<file path="src/rtl/flag_ctx_unit_pkg.sv">
// rtl/flag_ctx_unit_pkg.sv - opcode/condition encodings and flag-writer decode shared by flag_ctx_unit
package flag_ctx_unit_pkg;

  // Opcode field is issue_instr[15:12]; ADD owns 4'h0 so the all-zero word decodes as ADD-NOP.
  localparam logic [3:0] OP_ADD  = 4'h0;
  localparam logic [3:0] OP_SUB  = 4'h1;
  localparam logic [3:0] OP_NAND = 4'h2;
  localparam logic [3:0] OP_XOR  = 4'h3;
  localparam logic [3:0] OP_INC  = 4'h4;

  typedef enum logic [2:0] {
    COND_EQUAL            = 3'd0,
    COND_NOT_EQUAL        = 3'd1,
    COND_LESS             = 3'd2,
    COND_GREATER          = 3'd3,
    COND_GREATER_OR_EQUAL = 3'd4,
    COND_LESS_OR_EQUAL    = 3'd5,
    COND_OVERFLOW         = 3'd6,
    COND_TRUE             = 3'd7
  } cond_e;

  function automatic logic is_flag_writer(input logic [15:0] instr);
    logic [3:0] op;
    op = instr[15:12];
    case (op)
      OP_SUB, OP_NAND, OP_XOR, OP_INC: is_flag_writer = 1'b1;
      OP_ADD:                          is_flag_writer = (instr != 16'h0000);
      default:                         is_flag_writer = 1'b0;
    endcase
  endfunction

endpackage

</file>
<file path="src/rtl/flag_ctx_unit_cond_eval.sv">
// rtl/flag_ctx_unit_cond_eval.sv - combinational {z,v,n} x condition -> taken evaluator
module flag_cond_eval
  import flag_ctx_unit_pkg::*;
(
  input  logic [2:0] zvn,
  input  logic [2:0] cond,
  output logic       taken
);

  logic z, v, n;
  assign {z, v, n} = zvn;

  always_comb begin
    taken = 1'b0;
    case (cond_e'(cond))
      COND_EQUAL:            taken = z;
      COND_NOT_EQUAL:        taken = ~z;
      COND_LESS:             taken = n & ~v;
      COND_GREATER:          taken = ~z & ~n & ~v;
      COND_GREATER_OR_EQUAL: taken = ~n & ~v;
      COND_LESS_OR_EQUAL:    taken = (n & ~v) | z;
      COND_OVERFLOW:         taken = v;
      COND_TRUE:             taken = 1'b1;
      default:               taken = 1'b0;
    endcase
  end

endmodule

</file>
<file path="src/rtl/flag_ctx_unit.sv">
// rtl/flag_ctx_unit.sv - per-context Z/V/N flags, pending-writer tracking, branch stall and bypass
module flag_ctx_unit
  import flag_ctx_unit_pkg::*;
#(
  parameter int NUM_CTX  = 2,
  parameter int CTX_W    = (NUM_CTX > 1) ? $clog2(NUM_CTX) : 1,
  parameter int PEND_MAX = 3
) (
  input  logic                 clk,
  input  logic                 rst_n,
  input  logic                 issue_valid,
  input  logic [CTX_W-1:0]     issue_ctx,
  input  logic [15:0]          issue_instr,
  output logic                 issue_ready,
  input  logic                 wb_valid,
  input  logic [CTX_W-1:0]     wb_ctx,
  input  logic                 wb_sets_flags,
  input  logic                 wb_z,
  input  logic                 wb_v,
  input  logic                 wb_n,
  input  logic                 br_valid,
  input  logic [CTX_W-1:0]     br_ctx,
  input  logic [2:0]           br_cond,
  output logic                 br_stall,
  output logic                 br_resp_valid,
  output logic                 br_taken,
  output logic [3*NUM_CTX-1:0] flags_out,
  input  logic                 flush,
  input  logic [CTX_W-1:0]     flush_ctx
);

  localparam int PW = $clog2(PEND_MAX + 1);

  logic [PW-1:0] pend [NUM_CTX];
  logic [2:0]    flg  [NUM_CTX];

  logic          wb_fire;
  logic          issue_fire;
  logic [2:0]    wb_flags;
  logic [PW-1:0] iss_pend;
  logic [PW-1:0] br_pend;
  logic [2:0]    br_stored;
  logic          bypass;
  logic [2:0]    eval_flags;
  logic          eval_taken;

  assign wb_fire    = wb_valid && wb_sets_flags;
  assign wb_flags   = {wb_z, wb_v, wb_n};
  assign issue_fire = issue_valid && issue_ready && is_flag_writer(issue_instr);

  // Context-indexed reads as explicit muxes so out-of-range indices read as zero.
  always_comb begin
    iss_pend  = '0;
    br_pend   = '0;
    br_stored = '0;
    for (int k = 0; k < NUM_CTX; k++) begin
      if (issue_ctx == CTX_W'(k)) iss_pend = pend[k];
      if (br_ctx == CTX_W'(k)) begin
        br_pend   = pend[k];
        br_stored = flg[k];
      end
    end
  end

  assign issue_ready = (iss_pend != PW'(PEND_MAX));

  // The last outstanding writer landing this cycle is the only one whose flags can be forwarded.
  assign bypass     = wb_fire && (wb_ctx == br_ctx) && (br_pend == PW'(1));
  assign br_stall   = br_valid && !((br_pend == '0) || bypass);
  assign eval_flags = bypass ? wb_flags : br_stored;

  flag_cond_eval u_cond_eval (
    .zvn   (eval_flags),
    .cond  (br_cond),
    .taken (eval_taken)
  );

  for (genvar k = 0; k < NUM_CTX; k++) begin : g_ctx
    logic inc, dec;
    assign inc = issue_fire && (issue_ctx == CTX_W'(k));
    assign dec = wb_fire && (wb_ctx == CTX_W'(k));

    always_ff @(posedge clk or negedge rst_n) begin
      if (!rst_n) begin
        pend[k] <= '0;
      end else if (flush && (flush_ctx == CTX_W'(k))) begin
        pend[k] <= '0;
      end else if (inc && !dec) begin
        pend[k] <= pend[k] + PW'(1);
      end else if (dec && !inc && (pend[k] != '0)) begin
        pend[k] <= pend[k] - PW'(1);
      end
    end

    always_ff @(posedge clk or negedge rst_n) begin
      if (!rst_n) begin
        flg[k] <= '0;
      end else if (dec) begin
        flg[k] <= wb_flags;
      end
    end

    assign flags_out[3*k +: 3] = flg[k];
  end

  always_ff @(posedge clk or negedge rst_n) begin
    if (!rst_n) begin
      br_resp_valid <= 1'b0;
      br_taken      <= 1'b0;
    end else begin
      br_resp_valid <= br_valid && !br_stall;
      if (br_valid && !br_stall) br_taken <= eval_taken;
    end
  end

endmodule
</file>
<file path="config.mk">
export PLATFORM = sky130hd
export DESIGN_NAME = flag_ctx_unit
export DESIGN_NICKNAME = d
export VERILOG_FILES = /design/src/rtl/flag_ctx_unit_pkg.sv /design/src/rtl/flag_ctx_unit_cond_eval.sv /design/src/rtl/flag_ctx_unit.sv
export SDC_FILE = /design/constraint.sdc
export NUM_CORES = 1
export LEC_CHECK = 0
export ABC_CLOCK_PERIOD_IN_PS = 2200
export CAP_MARGIN = 20
export CORE_MARGIN = 8
export CORE_UTILIZATION = 42
export CTS_BUF_LIST = sky130_fd_sc_hd__clkbuf_4
export DETAILED_ROUTE_END_ITERATION = 8
export PLACE_DENSITY = 0.87
export SYNTH_ARGS = -nofsm -noshare
export SYNTH_HDL_FRONTEND = slang
export SYNTH_SLANG_ARGS = --single-unit
</file>
<file path="constraint.sdc">
create_clock -name clk -period 2.2 [get_ports clk]
set_input_delay 0.44 -clock clk [delete_from_list [all_inputs] [get_ports clk]]
set_output_delay 0.44 -clock clk [all_outputs]
set_load 0.03 [all_outputs]
</file>
-- Word-level counts from Yosys, hierarchy flattened
Cells that the tools add are included.
- register bits after elaboration: 12
- input port bits: 33
- output and inout bits: 10
- bitwise logic cells: 11
- muxes and demuxes: 12
- equality and inequality tests: 14
- reductions and logical operators: 35
- $add $sub $neg: 4
- operators by type and width (cell ; number):
    $logic_and A1 B1 Y1 ; 19
    $mux W2 ; 8
    $reduce_bool A16 Y1 ; 1
    $eq A3 B3 Y1 const B ; 4
    $eq A4 B2 Y1 const B ; 2
    $pmux W1 S8 ; 1
    $eq A3 B2 Y1 const B ; 2
    $logic_not A1 Y1 ; 6
    $mux W3 ; 2
    $not A1 Y1 ; 6
    $reduce_bool A3 Y1 ; 2
    $add A2 B1 Y2 const B ; 2
    $and A1 B1 Y1 ; 4
    $eq A4 B1 Y1 const B ; 1
    $eq A4 B3 Y1 const B ; 1
    $logic_not A4 Y1 ; 1
    $reduce_bool A2 Y1 ; 2
    $reduce_or A4 Y1 ; 1
    $sub A2 B1 Y2 const B ; 2
    $eq A3 B1 Y1 const B ; 1
    $logic_not A3 Y1 ; 1
    $eq A2 B1 Y1 const B ; 1
    $logic_not A2 Y1 ; 1
    $ne A2 B2 Y1 const B ; 1
    other kinds (4) ; 4

-- Longest topological paths before layout
Gate-level depths: netlist of the first run.
- depth in word-level cells: 11
- gate-level depth with buffers: 7
- mapped depth without buffers: 6

-- Hierarchy
Synthesis of the first run repeated with hierarchy kept, for this count alone.
- cell total of the unflattened synthesis: 97
- area total of the unflattened synthesis: 883.3 µm²
- modules (own cells, without submodules) (module ; cells an instance ; area an instance (µm²) ; sequential area each (µm²) ; instances):
    flag_ctx_unit ; 85 ; 808.3 ; 300.3 ; 1
    flag_cond_eval ; 12 ; 75.1 ; 0.0 ; 1

-- Worst setup path before layout of the first run
No wires, ideal clock.
- path kind: in2out
- start point: input br_ctx
- end point: output br_stall
- arrival time: 1653 ps
- setup slack: 107 ps
- buffers on the path: 1
- stages on the path: 5
- data required time: 1760 ps
- cell sequence: buf_6 -> xnor2_4 -> nand3_1 -> a211oi_1 -> nor3b_1
- word-level cells in the longest chain between the ends: 6
- ends and longest elaborated chain (element ; line ; RTL):
    start: declaration ; flag_ctx_unit.sv:22 ; input logic [CTX_W-1:0] br_ctx,
    $mux W2 / $eq A1 B1 Y1 (equally long branches) ; flag_ctx_unit.sv:58, flag_ctx_unit.sv:68 ;
    $eq A2 B1 Y1 / $logic_and A1 B1 Y1 (equally long branches) ; flag_ctx_unit.sv:68 ; assign bypass = wb_fire && (wb_ctx == br_ctx) && (br_pend == PW'(1));
    $logic_and A1 B1 Y1 ; flag_ctx_unit.sv:68 ;
    $logic_or A1 B1 Y1 * ; flag_ctx_unit.sv:69 ; assign br_stall = br_valid && !((br_pend == '0) || bypass);
    $logic_not A1 Y1 * ; flag_ctx_unit.sv:69 ;
    $logic_and A1 B1 Y1 * ; flag_ctx_unit.sv:69 ;
    end: declaration ; flag_ctx_unit.sv:24 ; output logic br_stall,
Every way passes the cells marked *; elsewhere a longest branch is shown, timed or not.

-- Worst setup path after layout of the first run
- start point: input wb_valid
- end point: output br_stall
- word-level cells in the longest chain between the ends: 6
- ends and longest elaborated chain (element ; line ; RTL):
    start: declaration ; flag_ctx_unit.sv:15 ; input logic wb_valid,
    $logic_and A1 B1 Y1 ; flag_ctx_unit.sv:47 ; assign wb_fire = wb_valid && wb_sets_flags;
    $logic_and A1 B1 Y1 (2 in series) ; flag_ctx_unit.sv:68 ;
    $logic_or A1 B1 Y1 ; flag_ctx_unit.sv:69 ;
    $logic_not A1 Y1 ; flag_ctx_unit.sv:69 ;
    $logic_and A1 B1 Y1 ; flag_ctx_unit.sv:69 ;
No other way between the ends.

==> results of run 1 <==
[cell families after synthesis]
kind of cell	Yosys count
flip-flops	12
buffers and inverters	2
XOR/XNOR	1
AO/OA/AOI/OAI	29
multiplexers	10
AND/OR/NAND/NOR	42
[area by class of cell]
| cell class | count | area [um^2] |
|---|---|---|
| Sequential cell | 12 | 300 |
| Tap cell | 28 | 35.0 |
| Timing Repair Buffer | 50 | 473 |
| Clock buffer | 3 | 22.5 |
| Inverter | 1 | 3.75 |
| Clock inverter | 1 | 3.75 |
| Fill cell | 170 | 672 |
| Multi-Input combinational cell | 82 | 617 |
[power by group through the flow]
| stage | registers [mW] | logic (mW) | clock network, mW |
|---|---|---|---|
| floorplan | 0.344 | 0.119 | 0 |
| global placement | 0.294 | 0.329 | 0 |
| detailed placement | 0.297 | 0.340 | 0 |
| CTS | 0.293 | 0.343 | 0.138 |
| global route | 0.301 | 0.372 | 0.147 |
| finish | 0.293 | 0.346 | 0.137 |
[cell usage in the layout, fill, tap and decap left out, drive strengths merged, types with 3 or more instances in the layout]
master,count
clkdlybuf4s50,38
dfrtp,12
buf,10
nor2,8
mux2,8
o21ai,7
nand2b,6
nand2,4
nor4,4
a21oi,4
a31oi,3
nor3,3
and3,3
clkbuf,3
a211oi,3
[state kept, by name (all words and copies together) (netlist names)]
signal,flops
br_resp_valid,1
flags_out,6
pend,4
br_taken,1
[worst max-delay path by stage]
stage | startpoint | end | depth (start not counted) | slack (ps)
finish | wb_valid | br_stall | 5 | 50
global route | wb_valid | br_stall | 5 | -0.07
CTS | wb_valid | br_stall | 5 | 30
detailed placement | br_ctx | br_stall | 6 | -290
global placement | br_ctx | br_stall | 6 | -190
floorplan | br_ctx | br_stall | 5 | 110
[layer usage]
metal  global-route usage, %  vias to the layer above
met1                    14.7                      494
met2                    25.1                       51
met4                    7.98                        0
met5                       0                        -
li1                        -                      482
met3                    6.45                        2
[through the flow]
stage               hold slack, ps  util, %
floorplan                      144        -
global placement               542     66.2
detailed placement             551     66.2
CTS                            536     67.8
global route                   572     68.4
finish                         521     68.4
[critical path, delay by kind of cell]
family	cells	cell delay [ps]
simple gates	2	230
compound gates	1	270
buf+inv	2	770
[what timing repair did]
item                                    CTS  global route
setup buffers                             0             1
endpoints found under the setup margin    1             1
pin swaps                                 0             2
resized for setup                         4             1
==> results summary, run 1 <==
The sequential area share after synthesis is 32.7%. The adder-cell share of the synthesized area is 0%. Measured along the x axis, the die boundary spans 62.7 um.

The endpoint of the lowest-slack register-to-register path is br_taken. In this run the number of H-tree levels came out at 1. Entering global routing, the biggest net connects 13 pins. The summed area of non-filler cells in the final layout is 1460 um^2. The residual antenna-violating net count after detailed routing came out at 0. The reg-to-reg setup timing slack is 370 ps.

The tree is rooted in a sky130_fd_sc_hd__clkbuf_4. The total of flip-flops plus latches after synthesis is 12. The global router's overall resource usage came out at 14.7%.

The wire length of the first global-routing pass is 4.84 mm. The placeable core region is 2130 um^2. The signal on the critical path passes through clkdlybuf4s50_1 -> nand3_2 -> a211oi_2 -> nor3b_1 -> buf_4.

Of the total synthesized cell area, the portion taken by XOR and XNOR cells is 3.00%. The internal portion of the total power is 504 uW. In the final routing, the length of wire on met1 measures 1.14 mm. The static leakage came out at 0.592 nW. The die boundary height came out at 62.7 um. The share of the cycle needed by the critical path after routing came out at 97.9%.

The overflow left after global routing is 0. The number of pins with negative max-slew slack in the final report came out at 0. Port buffering added 42 buffers. Synthesis produced a netlist with a net count of 129.

After synthesis, the largest area contributor takes up 32.7% of total cell area. The mapped netlist covers 917 um^2. The initial antenna violation count came out at 0. The worst setup path is captured at an output pin. The clock latency at the later pin of the worst-skew pair is 270 ps. For this run, the number of Yosys warnings is 0. The flow ran to the end, and the final reports show no timing, DRC or antenna violations. The distinct cell type count after synthesis is 37. The areal power density over the cells is 533 nW/um^2. For this block, the initial DRC count from the detailed router was 18. The count of placed standard cells including taps came out at 172. The most used flip-flop cell after synthesis is sky130_fd_sc_hd__dfrtp_1. The setup violation total in the final timing report is 0. The startpoint identified for the worst register-to-register timing path is pend[1]. Summed over all nets, the switching power comes to 272 uW.

The cell area after placement came out at 1410 um^2. TritonCTS built the clock tree. In this run the tightest slew margin relative to its limit is 63.6%. The worst stage delay on the critical path is 590 ps. The last weighted congestion value of the routability-driven placer is 0.831. 0 antenna diodes ended up in the layout. Summed over all nets, wire length on met2 after detailed routing comes to 1.45 mm.

The slowest stage of the critical path belongs to the cell sky130_fd_sc_hd__clkdlybuf4s50_1. The number of enable-type register cells in the synthesized netlist is 0. The share of the synthesized area in compound gates (AO/OA/AOI/OAI) came out at 23.6%. After Yosys synthesis, and, or, nand and nor cells account for 27.0% of the synthesized area.

STA classifies the critical path startpoint as an input port. The combinational share of power is 44.6%. By area, the combinational part of the netlist is dominated by simple AND/OR/NAND/NOR gates. In the post-synthesis netlist, the biggest area contributors are sky130_fd_sc_hd__dfrtp_1 (33%), sky130_fd_sc_hd__mux2_2 (9.8%), sky130_fd_sc_hd__nand2b_1 (4.1%). By count the netlist is led by sky130_fd_sc_hd__dfrtp_1 (12), sky130_fd_sc_hd__mux2_2 (8), sky130_fd_sc_hd__nor2_1 (8). The maximum clock rate is 464 MHz. The design draws 776 uW. The top fanout value on the critical path is 4. The clock network fraction of design power is 17.6%. The peak supply drop came out at 0.313 mV. The top layer used by detailed routing is met4.

Before CTS, the worst setup slack after placement is -290 ps. For the worst setup path, the data required time is 1760 ps. The slew of the pin with the lowest slew margin is 544 ps.

The worst path in the final design needs a cycle of 2150 ps, including I/O delays and setup. The number of maximum-capacitance violations is 0. The switching power as a share of total power came out at 35.1%. The via count of the first global-routing pass is 1,179. The total wire length came out at 2.83 mm. The post-synthesis cell type with the largest combined area is sky130_fd_sc_hd__dfrtp_1.

The critical path is of the in2out type. Leaving out filler cells and counting taps, the final layout contains 177. The effective utilization at floorplan is 43.1%. In this run the mean area of a mapped cell was 9.55 um^2.

The number of cells produced by synthesis came out at 96. The number of primary I/O pins is 43. The final-report hold violation count is 0. The routed wire length per instance is 16.0 um. The clock-pin slew of the registers on the worst-case setup and hold paths came out at 70 ps.

The HPWL after detailed placement came out at 2.37 mm. The final net count is 183. The number of vias after detailed routing is 1,029. The number of detailed-routing iterations run before antenna repair is 4. On the final layout, the worst clock skew is 1.30 ps. Relative to the synthesized area, the layout overhead comes to 58.7%. In the synthesized netlist the async set-or-reset flop fraction comes to 100%. The die covers 3940 um^2. The data arrival at the endpoint of the critical path is 1710 ps. Measured against the total synthesized area, the mux share comes to 12.0%. The portion of total power attributed to sequential cells is 37.8%.

sky130_fd_sc_hd__dfrtp_1 is the most common cell in the netlist. The mean number of vias per cell is 5.81. For this design, the CTS-stage hold fixing added 0 buffers. The ratio of cells with drive above 1 in the final layout is 19.5%.

In this run the worst hold path is classified as in2async. The final critical-path setup slack came out at 45.8 ps. The DRC violation count after routing came out at 0. The routed length on met3 came out at 229 um. The setup total negative slack came out at 0 ps.

The maximum buffer depth of the clock tree is 2. The clock net in this run drives a total of 12 sinks. The floorplan has 17 rows. The depth of the most critical reg-to-reg path came out at 6. The TritonCTS buffer count is 3.
Power figures use the tool's default switching activity.
==> inputs of run 2 (changes only) <==
--- a/config.mk
+++ b/config.mk
@@ -9,7 +9,7 @@
 export CAP_MARGIN = 20
-export CORE_MARGIN = 8
-export CORE_UTILIZATION = 42
+export CORE_MARGIN = 1.5
+export CORE_UTILIZATION = 35
 export CTS_BUF_LIST = sky130_fd_sc_hd__clkbuf_4
 export DETAILED_ROUTE_END_ITERATION = 8
-export PLACE_DENSITY = 0.87
+export PLACE_DENSITY = 0.75
 export SYNTH_ARGS = -nofsm -noshare
--- a/constraint.sdc
+++ b/constraint.sdc
@@ -3,2 +3,2 @@
 set_output_delay 0.44 -clock clk [all_outputs]
-set_load 0.03 [all_outputs]
+set_load 0.01 [all_outputs]
==> run 2 against run 1 <==
Net effect: global-route usage rose by 3.8 points; sequential power barely moved; setup slack improved by 23 ps; sequential share of layout area fell by 0.33 points; routed wire length fell by 14%; critical path type unchanged; flip-flop and latch count did not move; core utilization fell by 8.7 points; clock power barely moved; combinational power fell by 15%; final cell count rose by 2.8%.
==> results summary, run 2 (synthesis gave the netlist of run 1 again) <==
Wires add up to 2.44 mm. Measured along the y axis, the die boundary spans 54.2 um. The minimum hold slack came out at 514 ps. The largest net degree at the start of global routing came out at 13. The x dimension of the die is 54.2 um.

The kind of capture point of the worst setup path is an output pin. The initial antenna violation count is 0. Setup repair after global routing left no endpoint under its margin. The count of port buffers added during placement is 42.

The total power of the final layout came out at 725 uW. The number of inserted filler cells in the final layout is 229. The number of primary I/O pins is 43. The area overhead of the layout relative to synthesis is 61.3%. Between clock sinks in the finished design, the worst skew comes to 0.486 ps. The number of placement rows came out at 18. The total die area came out at 2940 um^2.

The repair_antennas step left the layout with diodes totalling 0. The wire length of the first global-routing pass came out at 3.93 mm. The detailed router placed 989 vias in this run. The top layer used by detailed routing is met4. The placeable core region is 2480 um^2. Wire segments on met3 add up to 174 um in the final route. The via count of the first global-routing pass came out at 992. The worst path in the final design needs a cycle of 2130 ps, including I/O delays and setup.

The mean number of vias per cell came out at 5.43. The last weighted congestion value of the routability-driven placer is 0.784. In the finished design, the share of the clock period the worst path needs comes to 96.9%. The clock-pin slew of the registers on the worst-case setup and hold paths came out at 70 ps. The number of pins with negative max-slew slack in the final report is 0.

The number of detailed-routing iterations run before antenna repair is 3. The TritonCTS clock tree is done. For the worst-skew pair, the clock arrives at the later sink with an insertion delay of 270 ps.

The run finished with clean final reports. The effective utilization at floorplan is 37.0%. By startpoint and endpoint, the worst setup path is classified as in2out. The detailed router finished its first iteration with 8 violations.

The data arrival at the endpoint of the critical path came out at 1690 ps. The register with the most flip-flops in the layout has 6 of them. The number of maximum-capacitance violations came out at 0. The number of sinks driven by the clock tree came out at 12. The setup total negative slack came out at 0 ps.

The maximum level of the CTS H-tree came out at 1. The worst setup path is launched from an input port. The setup violation total in the final timing report is 0. The cell sitting at the root of the clock tree is a sky130_fd_sc_hd__clkbuf_4. Based on the critical path, the design can be clocked at up to 469 MHz. Leaving out fill and tap cells, the most frequent cell in the layout is sky130_fd_sc_hd__clkdlybuf4s50_1. Once placement finished, the instance area stood at 1450 um^2. The final design utilization came out at 59.7%. At the pin with the least slew margin, the transition time is 535 ps. Summed over all nets, the half-perimeter wirelength after detailed placement is 2.07 mm.

The final net count came out at 186. The top fanout value on the critical path came out at 3. Across every metal layer, demand over resource in global routing totals 18.5%. The data required time at the worst endpoint is 1760 ps. The finished cells cover 1480 um^2. The tightest slew margin relative to the limit came out at 64.2%.

The final-report hold violation count came out at 0. For this block, wires on met1 add up to 938 um. For this design the static power due to leakage is 0.608 nW. The routed wire length per instance came out at 13.4 um. Leaving out fill and tap cells, the most frequent cells in the layout are sky130_fd_sc_hd__clkdlybuf4s50_1 (38), sky130_fd_sc_hd__dfrtp_1 (12), sky130_fd_sc_hd__buf_4 (11). The clock passes through at most 2 buffers. For this run, design rule violations remaining after detail routing come to 0.

The min-delay analysis places its worst path in the category in2async. The areal power density over the cells came out at 490 nW/um^2. The TritonCTS buffer count is 3. The ratio of cells with drive above 1 in the final layout is 19.1%. VDD sags by at most 0.336 mV. The detail route stage leaves a number of antenna-violating nets equal to 0. The post-CTS setup-driven buffer insertion count is 0. Wire segments on met2 add up to 1.29 mm in the final route. After global routing the overflow that remains totals 0.
-- run 2: cell types whose count changed in the layout (fill, tap and decap cells not counted), sizes merged --
| cell | previous run | this run |
|---|---|---|
| clkdlybuf4s15 | 0 | 1 |
| buf | 10 | 11 |
| dlygate4sd2 | 2 | 3 |
-- run 2: worst max-delay path: stages --
cell and delay [ps]:
sky130_fd_sc_hd__clkdlybuf4s50_1 490, sky130_fd_sc_hd__nor2_1 50, sky130_fd_sc_hd__a31oi_1 140, sky130_fd_sc_hd__clkdlybuf4s50_1 560
-- run 2: routing by layer --
| metal | GRT usage [%] | vias up |
|---|---|---|
| li1 | - | 489 |
| met1 | 18.5 | 453 |
| met2 | 36.7 | 43 |
| met3 | 1.94 | 4 |
| met4 | 9.17 | 0 |
| met5 | 0 | - |
-- run 2: power breakdown --
group | internal [mW] | switching, mW | total (mW)
combinational | 0.185 | 0.108 | 0.293
sequential | 0.254 | 0.0382 | 0.293
clock | 0.0657 | 0.0730 | 0.139
total | 0.506 | 0.219 | 0.725
-- run 2: cell type report --
class | instances | area [um^2] | share of cell area (%)
clock inverters | 1 | 3.75 | 0.254
inverters | 1 | 3.75 | 0.254
well taps | 30 | 37.5 | 2.54
multi-input cells | 82 | 612 | 41.4
repair buffers | 53 | 499 | 33.8
flip-flops and latches | 12 | 300 | 20.3
clock buffers | 3 | 22.5 | 1.52
-- run 2: what timing repair did --
action / 4_1_cts / 5_1_grt
setup endpoints to repair: 2 / 0
gates resized for setup: 7 / 0
hold buffers: 0 / 0
-- run 2: path summary, 6_finish.rpt --
check                          start          end  slack, ps  cells past startpoint
max                        issue_ctx  issue_ready         70                      4
min                            rst_n     br_taken        510                      1
max in group asynchronous      rst_n      pend[2]       1330                      1
max reg2reg                  pend[1]     br_taken        380                      6
min reg2reg                 br_taken     br_taken        550                      2
min in group clk            br_taken     br_taken        550                      2
-- run 2: stage by stage --
step	setup slack, ps	instances
2_1_floorplan	440	96
3_3_place_gp	-408	178
3_5_place_dp	-489	178
4_1_cts	58.8	182
5_1_grt	4.84	182
6_report	69.1	182
==> inputs of run 3 (changes only) <==
CTS_CLUSTER_DIAMETER = 80   (was not set)
==> results of run 3 <==
Same layout as run 2: the final DEF is identical, and so are final timing and power.
